$ cat src/rtl/apb_pkg.sv
// Shared APB constants and types for the two-port APB master/arbiter.
package apb_pkg;

    localparam logic [31:0] APB_START_ADDRESS   = 32'h8C00_0000;
    localparam logic [31:0] APB_END_ADDRESS     = 32'h8C00_0FFF;
    localparam int          APB_MAX_WAIT_STATES = 32;
    localparam int          APB_NUM_REQ         = 2;

    typedef enum logic [1:0] {
        IDLE,
        SETUP,
        ACCESS,
        RESP
    } apb_master_state_t;

    function automatic logic addr_in_range(input logic [31:0] addr,
                                           input logic [31:0] lo,
                                           input logic [31:0] hi);
        return (addr >= lo) && (addr <= hi);
    endfunction

endpackage

$ cat src/rtl/apb_master_arbiter_if.sv
// Requester handshake plus APB bus bundle; master = arbiter side, slave = environment side.
interface apb_master_arbiter_if;
    import apb_pkg::*;

    logic [APB_NUM_REQ-1:0]       req_valid;
    logic [APB_NUM_REQ-1:0]       req_write;
    logic [APB_NUM_REQ-1:0][31:0] req_addr;
    logic [APB_NUM_REQ-1:0][31:0] req_wdata;
    logic [APB_NUM_REQ-1:0]       req_ready;
    logic [APB_NUM_REQ-1:0]       resp_valid;
    logic [31:0]                  resp_rdata;
    logic                         resp_err;
    logic                         resp_timeout;

    logic        PSEL;
    logic        PENABLE;
    logic        PWRITE;
    logic [31:0] PADDR;
    logic [31:0] PWDATA;
    logic [31:0] PRDATA;
    logic        PREADY;
    logic        PSLVERR;

    modport master (
        input  req_valid, req_write, req_addr, req_wdata,
        output req_ready, resp_valid, resp_rdata, resp_err, resp_timeout,
        output PSEL, PENABLE, PWRITE, PADDR, PWDATA,
        input  PRDATA, PREADY, PSLVERR
    );

    modport slave (
        output req_valid, req_write, req_addr, req_wdata,
        input  req_ready, resp_valid, resp_rdata, resp_err, resp_timeout,
        input  PSEL, PENABLE, PWRITE, PADDR, PWDATA,
        output PRDATA, PREADY, PSLVERR
    );

endinterface

$ cat src/rtl/apb_rr_arbiter.sv
// Two-way round-robin grant; the last-grant pointer moves only when a transfer completes.
module apb_rr_arbiter
    import apb_pkg::*;
(
    input  logic                   clk,
    input  logic                   rst,
    input  logic [APB_NUM_REQ-1:0] req_valid,
    input  logic                   update,
    input  logic                   upd_idx,
    output logic                   gnt_valid,
    output logic                   gnt_idx
);

    logic last_q;
    logic last_d;

    always_comb begin
        gnt_valid = |req_valid;
        gnt_idx   = 1'b0;
        unique case (req_valid)
            2'b10:   gnt_idx = 1'b1;
            2'b11:   gnt_idx = ~last_q;
            default: gnt_idx = 1'b0;
        endcase
        last_d = update ? upd_idx : last_q;
    end

    // Pointer resets to 1 so requester 0 wins the first tie.
    always_ff @(posedge clk) begin
        if (rst) last_q <= 1'b1;
        else     last_q <= last_d;
    end

endmodule

$ cat src/rtl/apb_master_arbiter.sv
// Shares one APB segment between two requesters: round-robin grant, decode check, wait-state abort.
module apb_master_arbiter
    import apb_pkg::*;
#(
    parameter logic [31:0] APB_START = APB_START_ADDRESS,
    parameter logic [31:0] APB_END   = APB_END_ADDRESS,
    parameter int          MAX_WAIT  = APB_MAX_WAIT_STATES
) (
    input  logic                 clk,
    input  logic                 rst,
    apb_master_arbiter_if.master bus
);

    localparam int WCW = $clog2(MAX_WAIT + 1);

    apb_master_state_t      state_q, state_d;
    logic                   gnt_q, gnt_d;
    logic [WCW-1:0]         wait_cnt_q, wait_cnt_d;
    logic                   psel_q, psel_d;
    logic                   penable_q, penable_d;
    logic                   pwrite_q, pwrite_d;
    logic [31:0]            paddr_q, paddr_d;
    logic [31:0]            pwdata_q, pwdata_d;
    logic [APB_NUM_REQ-1:0] resp_valid_q, resp_valid_d;
    logic [31:0]            resp_rdata_q, resp_rdata_d;
    logic                   resp_err_q, resp_err_d;
    logic                   resp_timeout_q, resp_timeout_d;
    logic [APB_NUM_REQ-1:0] req_ready_c;
    logic                   arb_valid;
    logic                   arb_gnt;
    logic                   arb_update;

    assign arb_update = (state_q == RESP);

    apb_rr_arbiter u_arb (
        .clk       (clk),
        .rst       (rst),
        .req_valid (bus.req_valid),
        .update    (arb_update),
        .upd_idx   (gnt_q),
        .gnt_valid (arb_valid),
        .gnt_idx   (arb_gnt)
    );

    always_comb begin
        // NOTE: every signal gets a default first so no path leaves it unassigned (no latch).
        state_d        = state_q;
        gnt_d          = gnt_q;
        wait_cnt_d     = wait_cnt_q;
        psel_d         = 1'b0;
        penable_d      = 1'b0;
        pwrite_d       = pwrite_q;
        paddr_d        = paddr_q;
        pwdata_d       = pwdata_q;
        resp_valid_d   = '0;
        resp_rdata_d   = '0;
        resp_err_d     = 1'b0;
        resp_timeout_d = 1'b0;
        req_ready_c    = '0;

        unique case (state_q)
            IDLE: begin
                if (arb_valid) begin
                    req_ready_c[arb_gnt] = 1'b1;
                    gnt_d                = arb_gnt;
                    // Bus registers load only for decodable addresses, so PADDR keeps its last real value.
                    if (addr_in_range(bus.req_addr[arb_gnt], APB_START, APB_END)) begin
                        state_d    = SETUP;
                        psel_d     = 1'b1;
                        pwrite_d   = bus.req_write[arb_gnt];
                        paddr_d    = bus.req_addr[arb_gnt];
                        pwdata_d   = bus.req_wdata[arb_gnt];
                        wait_cnt_d = '0;
                    end else begin
                        state_d               = RESP;
                        resp_valid_d[arb_gnt] = 1'b1;
                        resp_err_d            = 1'b1;
                    end
                end
            end
            SETUP: begin
                state_d   = ACCESS;
                psel_d    = 1'b1;
                penable_d = 1'b1;
            end
            ACCESS: begin
                if (bus.PREADY) begin
                    state_d             = RESP;
                    resp_valid_d[gnt_q] = 1'b1;
                    resp_err_d          = bus.PSLVERR;
                    if (!pwrite_q && !bus.PSLVERR) resp_rdata_d = bus.PRDATA;
                end else if (wait_cnt_q == WCW'(MAX_WAIT)) begin
                    state_d             = RESP;
                    resp_valid_d[gnt_q] = 1'b1;
                    resp_err_d          = 1'b1;
                    resp_timeout_d      = 1'b1;
                end else begin
                    psel_d     = 1'b1;
                    penable_d  = 1'b1;
                    wait_cnt_d = wait_cnt_q + WCW'(1);
                end
            end
            RESP:    state_d = IDLE;
            default: state_d = IDLE;
        endcase
    end

    // NOTE: sequential state uses non-blocking assignments so all flops update from pre-edge values.
    always_ff @(posedge clk) begin
        if (rst) begin
            state_q        <= IDLE;
            gnt_q          <= 1'b0;
            wait_cnt_q     <= '0;
            psel_q         <= 1'b0;
            penable_q      <= 1'b0;
            pwrite_q       <= 1'b0;
            paddr_q        <= '0;
            pwdata_q       <= '0;
            resp_valid_q   <= '0;
            resp_rdata_q   <= '0;
            resp_err_q     <= 1'b0;
            resp_timeout_q <= 1'b0;
        end else begin
            state_q        <= state_d;
            gnt_q          <= gnt_d;
            wait_cnt_q     <= wait_cnt_d;
            psel_q         <= psel_d;
            penable_q      <= penable_d;
            pwrite_q       <= pwrite_d;
            paddr_q        <= paddr_d;
            pwdata_q       <= pwdata_d;
            resp_valid_q   <= resp_valid_d;
            resp_rdata_q   <= resp_rdata_d;
            resp_err_q     <= resp_err_d;
            resp_timeout_q <= resp_timeout_d;
        end
    end

    // Accept pulse is combinational so it lands in the IDLE cycle; masked while reset is held.
    assign bus.req_ready    = rst ? '0 : req_ready_c;
    assign bus.resp_valid   = resp_valid_q;
    assign bus.resp_rdata   = resp_rdata_q;
    assign bus.resp_err     = resp_err_q;
    assign bus.resp_timeout = resp_timeout_q;
    assign bus.PSEL         = psel_q;
    assign bus.PENABLE      = penable_q;
    assign bus.PWRITE       = pwrite_q;
    assign bus.PADDR        = paddr_q;
    assign bus.PWDATA       = pwdata_q;

endmodule

$ cat src/flat_wrapper.sv
// flat-port wrapper written by rule: the top's interface ports become plain ports
module apb_master_arbiter_flat import apb_pkg::*;
#(
    parameter logic [31:0] APB_START = APB_START_ADDRESS,
    parameter logic [31:0] APB_END   = APB_END_ADDRESS,
    parameter int          MAX_WAIT  = APB_MAX_WAIT_STATES
)
  (clk, rst, bus_req_valid, bus_req_write, bus_req_addr, bus_req_wdata, bus_req_ready, bus_resp_valid, bus_resp_rdata, bus_resp_err, bus_resp_timeout, bus_PSEL, bus_PENABLE, bus_PWRITE, bus_PADDR, bus_PWDATA, bus_PRDATA, bus_PREADY, bus_PSLVERR);
  apb_master_arbiter_if bus_i ();
  input  logic clk;
  input  logic rst;
  input wire logic [$bits(bus_i.req_valid)-1:0] bus_req_valid;
  input wire logic [$bits(bus_i.req_write)-1:0] bus_req_write;
  input wire logic [$bits(bus_i.req_addr)-1:0] bus_req_addr;
  input wire logic [$bits(bus_i.req_wdata)-1:0] bus_req_wdata;
  output wire logic [$bits(bus_i.req_ready)-1:0] bus_req_ready;
  output wire logic [$bits(bus_i.resp_valid)-1:0] bus_resp_valid;
  output wire logic [$bits(bus_i.resp_rdata)-1:0] bus_resp_rdata;
  output wire logic [$bits(bus_i.resp_err)-1:0] bus_resp_err;
  output wire logic [$bits(bus_i.resp_timeout)-1:0] bus_resp_timeout;
  output wire logic [$bits(bus_i.PSEL)-1:0] bus_PSEL;
  output wire logic [$bits(bus_i.PENABLE)-1:0] bus_PENABLE;
  output wire logic [$bits(bus_i.PWRITE)-1:0] bus_PWRITE;
  output wire logic [$bits(bus_i.PADDR)-1:0] bus_PADDR;
  output wire logic [$bits(bus_i.PWDATA)-1:0] bus_PWDATA;
  input wire logic [$bits(bus_i.PRDATA)-1:0] bus_PRDATA;
  input wire logic [$bits(bus_i.PREADY)-1:0] bus_PREADY;
  input wire logic [$bits(bus_i.PSLVERR)-1:0] bus_PSLVERR;
  assign bus_i.req_valid = bus_req_valid;
  assign bus_i.req_write = bus_req_write;
  assign bus_i.req_addr = bus_req_addr;
  assign bus_i.req_wdata = bus_req_wdata;
  assign bus_req_ready = bus_i.req_ready;
  assign bus_resp_valid = bus_i.resp_valid;
  assign bus_resp_rdata = bus_i.resp_rdata;
  assign bus_resp_err = bus_i.resp_err;
  assign bus_resp_timeout = bus_i.resp_timeout;
  assign bus_PSEL = bus_i.PSEL;
  assign bus_PENABLE = bus_i.PENABLE;
  assign bus_PWRITE = bus_i.PWRITE;
  assign bus_PADDR = bus_i.PADDR;
  assign bus_PWDATA = bus_i.PWDATA;
  assign bus_i.PRDATA = bus_PRDATA;
  assign bus_i.PREADY = bus_PREADY;
  assign bus_i.PSLVERR = bus_PSLVERR;
  apb_master_arbiter #(.APB_START(APB_START), .APB_END(APB_END), .MAX_WAIT(MAX_WAIT)) u_core (.clk(clk), .rst(rst), .bus(bus_i));
endmodule
$ cat config.mk
export PLATFORM = sky130hd
export DESIGN_NAME = apb_master_arbiter_flat
export DESIGN_NICKNAME = d
export VERILOG_FILES = /design/src/rtl/apb_pkg.sv /design/src/rtl/apb_master_arbiter_if.sv /design/src/rtl/apb_rr_arbiter.sv /design/src/rtl/apb_master_arbiter.sv /design/src/flat_wrapper.sv
export SDC_FILE = /design/constraint.sdc
export NUM_CORES = 1
export LEC_CHECK = 0
export ABC_CLOCK_PERIOD_IN_PS = 4100
export CORE_MARGIN = 1.5
export CORE_UTILIZATION = 39
export DETAILED_ROUTE_END_ITERATION = 10
export GPL_TIMING_DRIVEN = 0
export HOLD_SLACK_MARGIN = 0.08
export PLACE_DENSITY = 0.9
export SYNTH_ARGS = -nofsm -noshare
export SYNTH_HDL_FRONTEND = slang
export SYNTH_SLANG_ARGS = --single-unit
$ cat constraint.sdc
create_clock -name clk -period 4.1 [get_ports clk]
set_input_delay 0.615 -clock clk [delete_from_list [all_inputs] [get_ports clk]]
set_output_delay 0.615 -clock clk [all_outputs]
set_load 0.02 [all_outputs]
* Yosys cells after proc, flatten, opt, wreduce, memory -nomap -nowiden
Index checks and enable logic that the tools add are counted.
** Word-level totals
- Register bits after elaboration :: 113
- Input port bits :: 168
- Output and inout bits :: 105
- Word-level logic and storage cells :: 90
** Operators by class
- Add/sub/neg operators :: 1
- $lt $le $gt $ge :: 6
- Equality and inequality tests :: 11
- Mux-type cells :: 40
- Bitwise gates (word level) :: 4
- Reductions and logical operators :: 15
** Operators by type and width (count)
- 32-bit two-way mux :: 4
- 32-bit >= comparator, second input constant :: 1
- 32-bit less-or-equal comparator, second input constant :: 1
- 6-bit two-way mux :: 4
- 2-bit two-way mux :: 11
- 1-bit two-way mux :: 12
- 6-bit case mux with 2 select lines :: 1
- 2-bit == test, second input constant :: 4
- 2-bit case mux with 4 select lines :: 1
- 6-bit by 1-bit adder with 6-bit output, second input constant :: 1
- 6-bit == test, second input constant :: 1
- 1-bit case mux with 2 select lines :: 3
- 5-bit AND reduction :: 1
- 1-bit logical AND :: 4
- 1-bit by 2-bit < comparator with 1-bit output, second input constant :: 2
- 2-bit by 1-bit != test with 1-bit output, second input constant :: 2
- 2-bit != test, second input constant :: 2
- 1-bit NOT :: 4
- 2-bit case mux with 2 select lines :: 1
- 2-bit AND reduction :: 2
- 4-bit OR reduction :: 1
- 3-bit by 2-bit != test with 1-bit output, second input constant :: 1
- 1-bit case mux with 3 select lines :: 1
- 3-bit AND reduction :: 1
- 8 further kinds :: 11

* Longest topological paths before layout
Gate-level depths: netlist of run 1.
- Depth in word-level cells :: 9
- Mapped depth :: 9
- Gate-level depth less buffers :: 8

* Hierarchy
From an unflattened synthesis of run 1, not the netlist that was laid out.
** Unflattened totals
- Cell total of the unflattened synthesis :: 443
- Area, all modules :: 4526.8 µm²
** By module, submodules not included
- apb_master_arbiter :: instances 1, cells each 438, area an instance 4478.0 µm², sequential area each 2242.2 µm²
- apb_rr_arbiter :: instances 1, cells each 5, area an instance 48.8 µm², sequential area each 20.0 µm²

* Worst setup path before layout of run 1
Ideal clock, no wire load.
- Path type :: input to output
- From :: input bus_req_valid[1]
- To :: output bus_req_ready[1]
- Data arrival time :: 1.968 ns
- Data required time :: 3.485 ns
- Path slack :: 1.517 ns
- Stages on the path :: 6
- Path buffers :: 3
- Cells stage by stage :: a21boi_1 -> buf_2 -> buf_2 -> clkbuf_1 -> nand2_1 -> nor2_1
** Between the ends
- Longest elaborated chain between the ends :: 9
- Elaborated cells between the ends (all ways) :: 12
- Classes of those cells :: 2 x order compare; 2 x eq/ne; 6 x mux; 2 x reduce/logical
** Ends and longest elaborated chain
- start: declaration :: line flat_wrapper.sv:12 : input wire logic [$bits(bus_i.req_valid)-1:0] bus_req_valid;
- 2-bit == test :: line apb_rr_arbiter.sv:20 : unique case (req_valid)
- 1-bit case mux with 2 select lines :: line apb_rr_arbiter.sv:20
- 1-bit by 2-bit < comparator with 1-bit output (implied by the code) or 1-bit >= comparator (tied branches) :: line apb_master_arbiter.sv:64 : req_ready_c[arb_gnt] = 1'b1;
- 1-bit logical AND (implied by the code) :: line apb_master_arbiter.sv:64
- 1-bit two-way mux (implied by the code) :: line apb_master_arbiter.sv:64
- 1-bit demux with 1-bit select
- 2-bit two-way mux (*) :: line apb_master_arbiter.sv:63 : if (arb_valid) begin
- 2-bit two-way mux (*) :: line apb_master_arbiter.sv:61 : unique case (state_q)
- 2-bit two-way mux (*) :: line apb_master_arbiter.sv:140 : assign bus.req_ready = rst ? '0 : req_ready_c;
- end: declaration :: line flat_wrapper.sv:16 : output wire logic [$bits(bus_i.req_ready)-1:0] bus_req_ready;
Mark *: on every way between the ends. The rest lies on a longest branch, timed or not.

* Worst setup path in the final report of run 1
Ends and elaborated chain as after synthesis.

==> results of run 1 <==
[state kept, by name (all words and copies together) (netlist names), 2 cells and up]
signal                 cells
u_core.state_q             2
u_core.bus.resp_valid      2
u_core.bus.PWDATA         32
u_core.bus.PADDR          32
u_core.wait_cnt_q          6
u_core.bus.resp_rdata     32
[final cells by class]
cell class	instances	area [sq um]
buffer	26	111
timing repair buffer	272	2720
fill	747	2720
clock buffer	18	428
multi-input combinational	276	1860
inverter	6	22.5
sequential	113	2260
tap	136	170
clock inverter	14	164
[worst max-delay path: cells and delay by family]
kind | cells | cell delay [ps]
AOI/OAI and AO/OA | 1 | 150
buffers and inverters | 4 | 1900
and+or+nand+nor | 2 | 280
[per-stage QoR]
stage / power [mW] / cell area, sq um / worst slack (ps)
3_3_place_gp: 1.72 / 7150 / 168
4_1_cts: 3.18 / 7750 / 119
5_1_grt: 3.29 / 7740 / 413
6_report: 3.16 / 7740 / 540
2_1_floorplan: 1.46 / 4260 / 1520
3_5_place_dp: 1.73 / 7150 / 131
[placed cells by master (no fill, tap or decap), drive strengths merged, types with 4 or more instances in the layout]
master         Yosys  final
a211oi            45     45
nand2              5      5
clkinv             0      7
clkdlybuf4s50      0    272
a21oi              9      9
ha                 7      7
and2              49     49
mux2i             47     47
nor2              65     65
nor4               4      4
inv                6      7
buf                9      9
clkbuf            18     35
nor3               4      4
nor4b              7      7
or3                4      4
dfxtp            113    113
o21ai              5      5
[layer usage]
| layer | share of wire | routed length (um) | GRT usage |
|---|---|---|---|
| met5 | 0 | 0 | 0 |
| met1 | 0.35 | 4940 | 0.240 |
| met2 | 0.54 | 7510 | 0.452 |
| met4 | 0.034 | 473 | 0.122 |
| met3 | 0.073 | 1020 | 0.0872 |
[logic make-up after synthesis]
logic type | synth area share
AND/OR/NAND/NOR | 0.185
flip-flops | 0.531
AO/OA/AOI/OAI | 0.116
multiplexers | 0.113
buffers and inverters | 0.0323
adder cells (fa/ha/maj) | 0.0206
XOR/XNOR | 0.00206
[power groups by stage]
| stage | combinational [mW] | clock [mW] | sequential (mW) |
|---|---|---|---|
| after floorplan | 0.239 | 0 | 1.22 |
| after global routing | 0.600 | 1.52 | 1.17 |
| final | 0.547 | 1.45 | 1.16 |
| after detailed placement | 0.544 | 0 | 1.19 |
| after global placement | 0.530 | 0 | 1.19 |
| after CTS | 0.549 | 1.47 | 1.16 |
[worst max-delay path by stage]
stage,from,end,slack (ps),depth (start not counted)
after detailed placement,bus_req_valid[1],bus_req_ready[1],130,8
after global routing,bus_req_valid[1],bus_req_ready[1],410,7
after global placement,bus_req_valid[1],bus_req_ready[1],170,8
after floorplan,bus_req_valid[1],bus_req_ready[1],1520,6
final,bus_req_valid[1],bus_req_ready[1],540,7
after CTS,bus_req_valid[1],bus_req_ready[1],120,8
==> impl_results.md, run 1 <==
- Number of synthesized flops with an enable pin: 0
- R2r setup slk: 1420 ps
- Logic gate share of total power: 0.173
- Final cell utilization of the core: 0.740
- Clock Root Buffer: clkbuf_8
- Sequential cell area fraction in the yosys report: 0.531
- Placed cells: 830
- Largest net degree at the start of global routing: 17
- Final Hold Viols: 0
- Post-synth top area share: 0.531
- Critical path peak fanout: 19
- Worst-Margin Slew: 763 ps
- Post_cts resized: 0
- Kind of critical path: in -> out
- Clock slew at reported path FFs: 50 ps
- IO Count: 273
- Final setup skew: 11.1 ps
- ANT cells: 0
- Ys async rst share: 0
- Hold slack final: 460 ps
- Finished Layout Cells: 861
- Flops & latches, synth: 113
- Clk pwr share: 0.459
- Status: complete, no violations
- # hold bufs at CTS: 0
- Critical Path RT: 3480 ps
- Initial antenna violation count: 0
- Top cells by count, synth: dfxtp_1 (113), nor2_1 (65), and2_1 (49)
- WP data arrival: 2940 ps
- Reg-to-reg startpoint: u_core.state_q[1]
- Peak VDD IR: 0.273 mV
- DIE AREA: 11600 sq um
- Gr usage total: 0.245
- Main synth FF type: dfxtp_1
- Average cell area after synthesis: 10.1 sq um
- WHS Path Cells: 1
- Max-Cap Viols: 0
- Worst Reg-to-Reg Cells: 9
- Drt initial violations: 122
- Setup crit start kind: primary input
- DIE WIDTH: 108 um
- Slew Viols, Final: 0
- Area leader, netlist: dfxtp_1
- Global placement routability congestion: 0.817
- Post-CTS Setup Repair Bufs: 0
- Synth warnings: 0
- Reg2reg end: u_core.bus.PWDATA[31]
- Layout Area Growth over Synthesis: 81.7%
- Hold EP: u_core.bus.PADDR[30]
- Final #Nets: 887
- Die height: 108 um
- Top achievable clock speed: 0.281 GHz
- Post-Syn Instances: 422
- # setup viols final: 0
- First-pass GRT wire length: 21600 um
- Most common cell in the netlist: dfxtp_1
- Per-cell routed wire length: 16.2 um
- Htree depth: 4
- Drt drc: 0
- Insertion delay to the later sink of the worst-skew pair: 510 ps
- Seq pwr share: 0.368
- DR pass1 iterations: 4
- Static Leakage: 2.84 nW
- Via density: 4.87
- Core footprint: 10500 sq um
- Cells along the critical path: clkdlybuf4s50_1 -> a21boi_1 -> buf_2 -> buf_2 -> nand2_1 -> nor2_1 -> clkdlybuf4s50_1
- IO Port Bufs: 272
- Pwr Density: 408 nW/um^2
- DRT antenna net count: 0
- Crit share post-route: 0.868
- Type of the most critical hold path: reg -> reg
- CP max stage delay: 660 ps
- GRT Residual Overflow: 0
- Clk sinks: 113
- Switching part of the total power: 0.245
- Distinct cells, synth: 36
- Vias in the first global route: 4441
- RSZ-0062 raised after global routing: false
- Vias: 4192
- Crit end category: output port
- Synth Net Count: 597
- WL final: 13900 um
- Rows: 37
- Internal power: 2.39 mW
- Final sum of negative setup slack: 0 ps
- HPWL Detailed: 11000 um
- Clk buf depth: 2
- Relative slew slack: 0.491
- Share of layout cells above drive strength 1: 0.0621
- Min Tclk post-route: 3560 ps
- Hold wc startpoint: u_core.bus.PADDR[30]
- Highest-delay cell along the critical path: clkdlybuf4s50_1
- Syn Std Cell Area: 4260 sq um
- Net Switching: 0.774 mW
- CTS tree: done
- Synth area leaders: dfxtp_1 (53%), mux2i_1 (11%), a211oi_1 (7.9%), and2_1 (7.2%), nor2_1 (5.7%)
- Starting density of the core: 0.407
- TritonCTS Buffers: 17
Note: power is estimated with default switching activity, not from simulation.
==> run 2: changes to the inputs <==
--- a/config.mk
+++ b/config.mk
@@ -6,12 +6,14 @@
 export NUM_CORES = 1
 export LEC_CHECK = 0
 export ABC_CLOCK_PERIOD_IN_PS = 4100
+export CAP_MARGIN = 25
 export CORE_MARGIN = 1.5
-export CORE_UTILIZATION = 39
+export CORE_UTILIZATION = 28
 export DETAILED_ROUTE_END_ITERATION = 10
 export GPL_TIMING_DRIVEN = 0
 export HOLD_SLACK_MARGIN = 0.08
-export PLACE_DENSITY = 0.9
+export PLACE_DENSITY = 0.69
+export SETUP_SLACK_MARGIN = 0.02
 export SYNTH_ARGS = -nofsm -noshare
 export SYNTH_HDL_FRONTEND = slang
 export SYNTH_SLANG_ARGS = --single-unit
==> impl_results.md, run 2 (synthesis gave the netlist of run 1 again) <==
- Slew Viols, Final: 0
- Peak VDD IR: 0.287 mV
- GRT Residual Overflow: 0
- Clk buf depth: 2
- Min Tclk post-route: 3630 ps
- RSZ-0062 raised after global routing: false
- Post-CTS Setup Repair Bufs: 0
- Final cell utilization of the core: 0.532
- Worst-Margin Slew: 702 ps
- Drt drc: 0
- HPWL Detailed: 11400 um
- Relative slew slack: 0.527
- Rows: 44
- First-pass GRT wire length: 22600 um
- Pwr Density: 412 nW/um^2
- Htree depth: 4
- Overall power: 3.22 mW
- DR pass1 iterations: 4
- Die height: 126 um
- IO Port Bufs: 272
- Drt initial violations: 153
- Largest net degree at the start of global routing: 20
- Initial antenna violation count: 0
- Global placement routability congestion: 0.802
- DIE WIDTH: 126 um
- Per-cell routed wire length: 15.5 um
- Starting density of the core: 0.290
- Crit share post-route: 0.884
- Gr usage total: 0.182
- Worst Reg-to-Reg Cells: 9
- DIE AREA: 16000 sq um
- CTS tree: done
- Crit end category: output port
- WL final: 14100 um
- Post_cts resized: 0
- Kind of critical path: in -> out
- Critical Path RT: 3480 ps
- Vias: 4145
- Final #Nets: 887
- Hold slack final: 454 ps
- Top achievable clock speed: 0.276 GHz
- Critical path peak fanout: 19
- Clk sinks: 113
- Type of the most critical hold path: reg -> reg
- Most common cell after layout, fill and taps aside: clkdlybuf4s50_1
- Vias in the first global route: 4522
- Final sum of negative setup slack: 0 ps
- TritonCTS Buffers: 17
- Multi-input gate area: 1860 sq um
- Fillers: 1324
- DRT antenna net count: 0
- Clock slew at reported path FFs: 50 ps
- WHS Path Cells: 1
- Sequential cell area: 2260 sq um
- Max-Cap Viols: 0
- WP data arrival: 3010 ps
- Clock Root Buffer: clkbuf_16
- Via density: 4.56
- Most frequent cells in the layout: clkdlybuf4s50_1 (272), dfxtp_1 (113), nor2_1 (65)
- Core footprint: 14700 sq um
- # setup viols final: 0
- Insertion delay to the later sink of the worst-skew pair: 410 ps
- Static Leakage: 2.85 nW
- Final Hold Viols: 0
- ANT cells: 0
- Share of layout cells above drive strength 1: 0.0593
- Setup crit start kind: primary input
- Final setup skew: 7.52 ps
- # hold bufs at CTS: 0
- IO Count: 273
- Status: complete, no violations
- Layout Area Growth over Synthesis: 83.4%
## run 2: path summary, 6_finish.rpt
check / from / endpoint / slack, ps
worst max register to register: u_core.state_q[0] / u_core.bus.PWDATA[31] / 1550
worst min-delay path: u_core.bus.PADDR[29] / u_core.bus.PADDR[29] / 450
worst max-delay path: bus_req_valid[1] / bus_req_ready[1] / 470
worst min register to register: u_core.bus.PADDR[29] / u_core.bus.PADDR[29] / 450
## run 2: worst max-delay path: stages
cell	delay (ps)
clkdlybuf4s50_1	510
a21boi_1	170
buf_2	250
buf_2	530
nand2_1	150
nor2_1	120
clkdlybuf4s50_1	650
## run 2: where the power goes
group	leakage [nW]	switching [mW]	internal (mW)
sequential	0.912	0.0238	1.14
clock	0.295	0.526	0.975
combinational	1.64	0.245	0.310
total	2.85	0.794	2.43
## run 2: layout make-up
type / count / share of cell area
buffer: 26 / 0.0143
clock buffer: 20 / 0.0572
clock inverter: 12 / 0.0200
inverter: 6 / 0.00288
multi-input combinational: 276 / 0.238
sequential: 113 / 0.290
tap: 184 / 0.0295
timing repair buffer: 272 / 0.348
## run 2: layer usage
layer,vias to the layer above,share of wire,GRT usage,wire length (um)
met5,-,0,0,0
met4,0,0.0081,0.0609,115
met3,11,0.067,0.0666,953
met2,150,0.54,0.338,7590
met1,1939,0.39,0.188,5470
li1,2045,-,-,-
## run 2: through the flow
stage / instance area, sq um / instances / setup WS [ps]
3_3_place_gp: 7210 / 878 / 65.6
6_report: 7810 / 909 / 474
5_1_grt: 7810 / 909 / 299
4_1_cts: 7810 / 909 / 454
3_5_place_dp: 7210 / 878 / 36.5
2_1_floorplan: 4260 / 422 / 1520
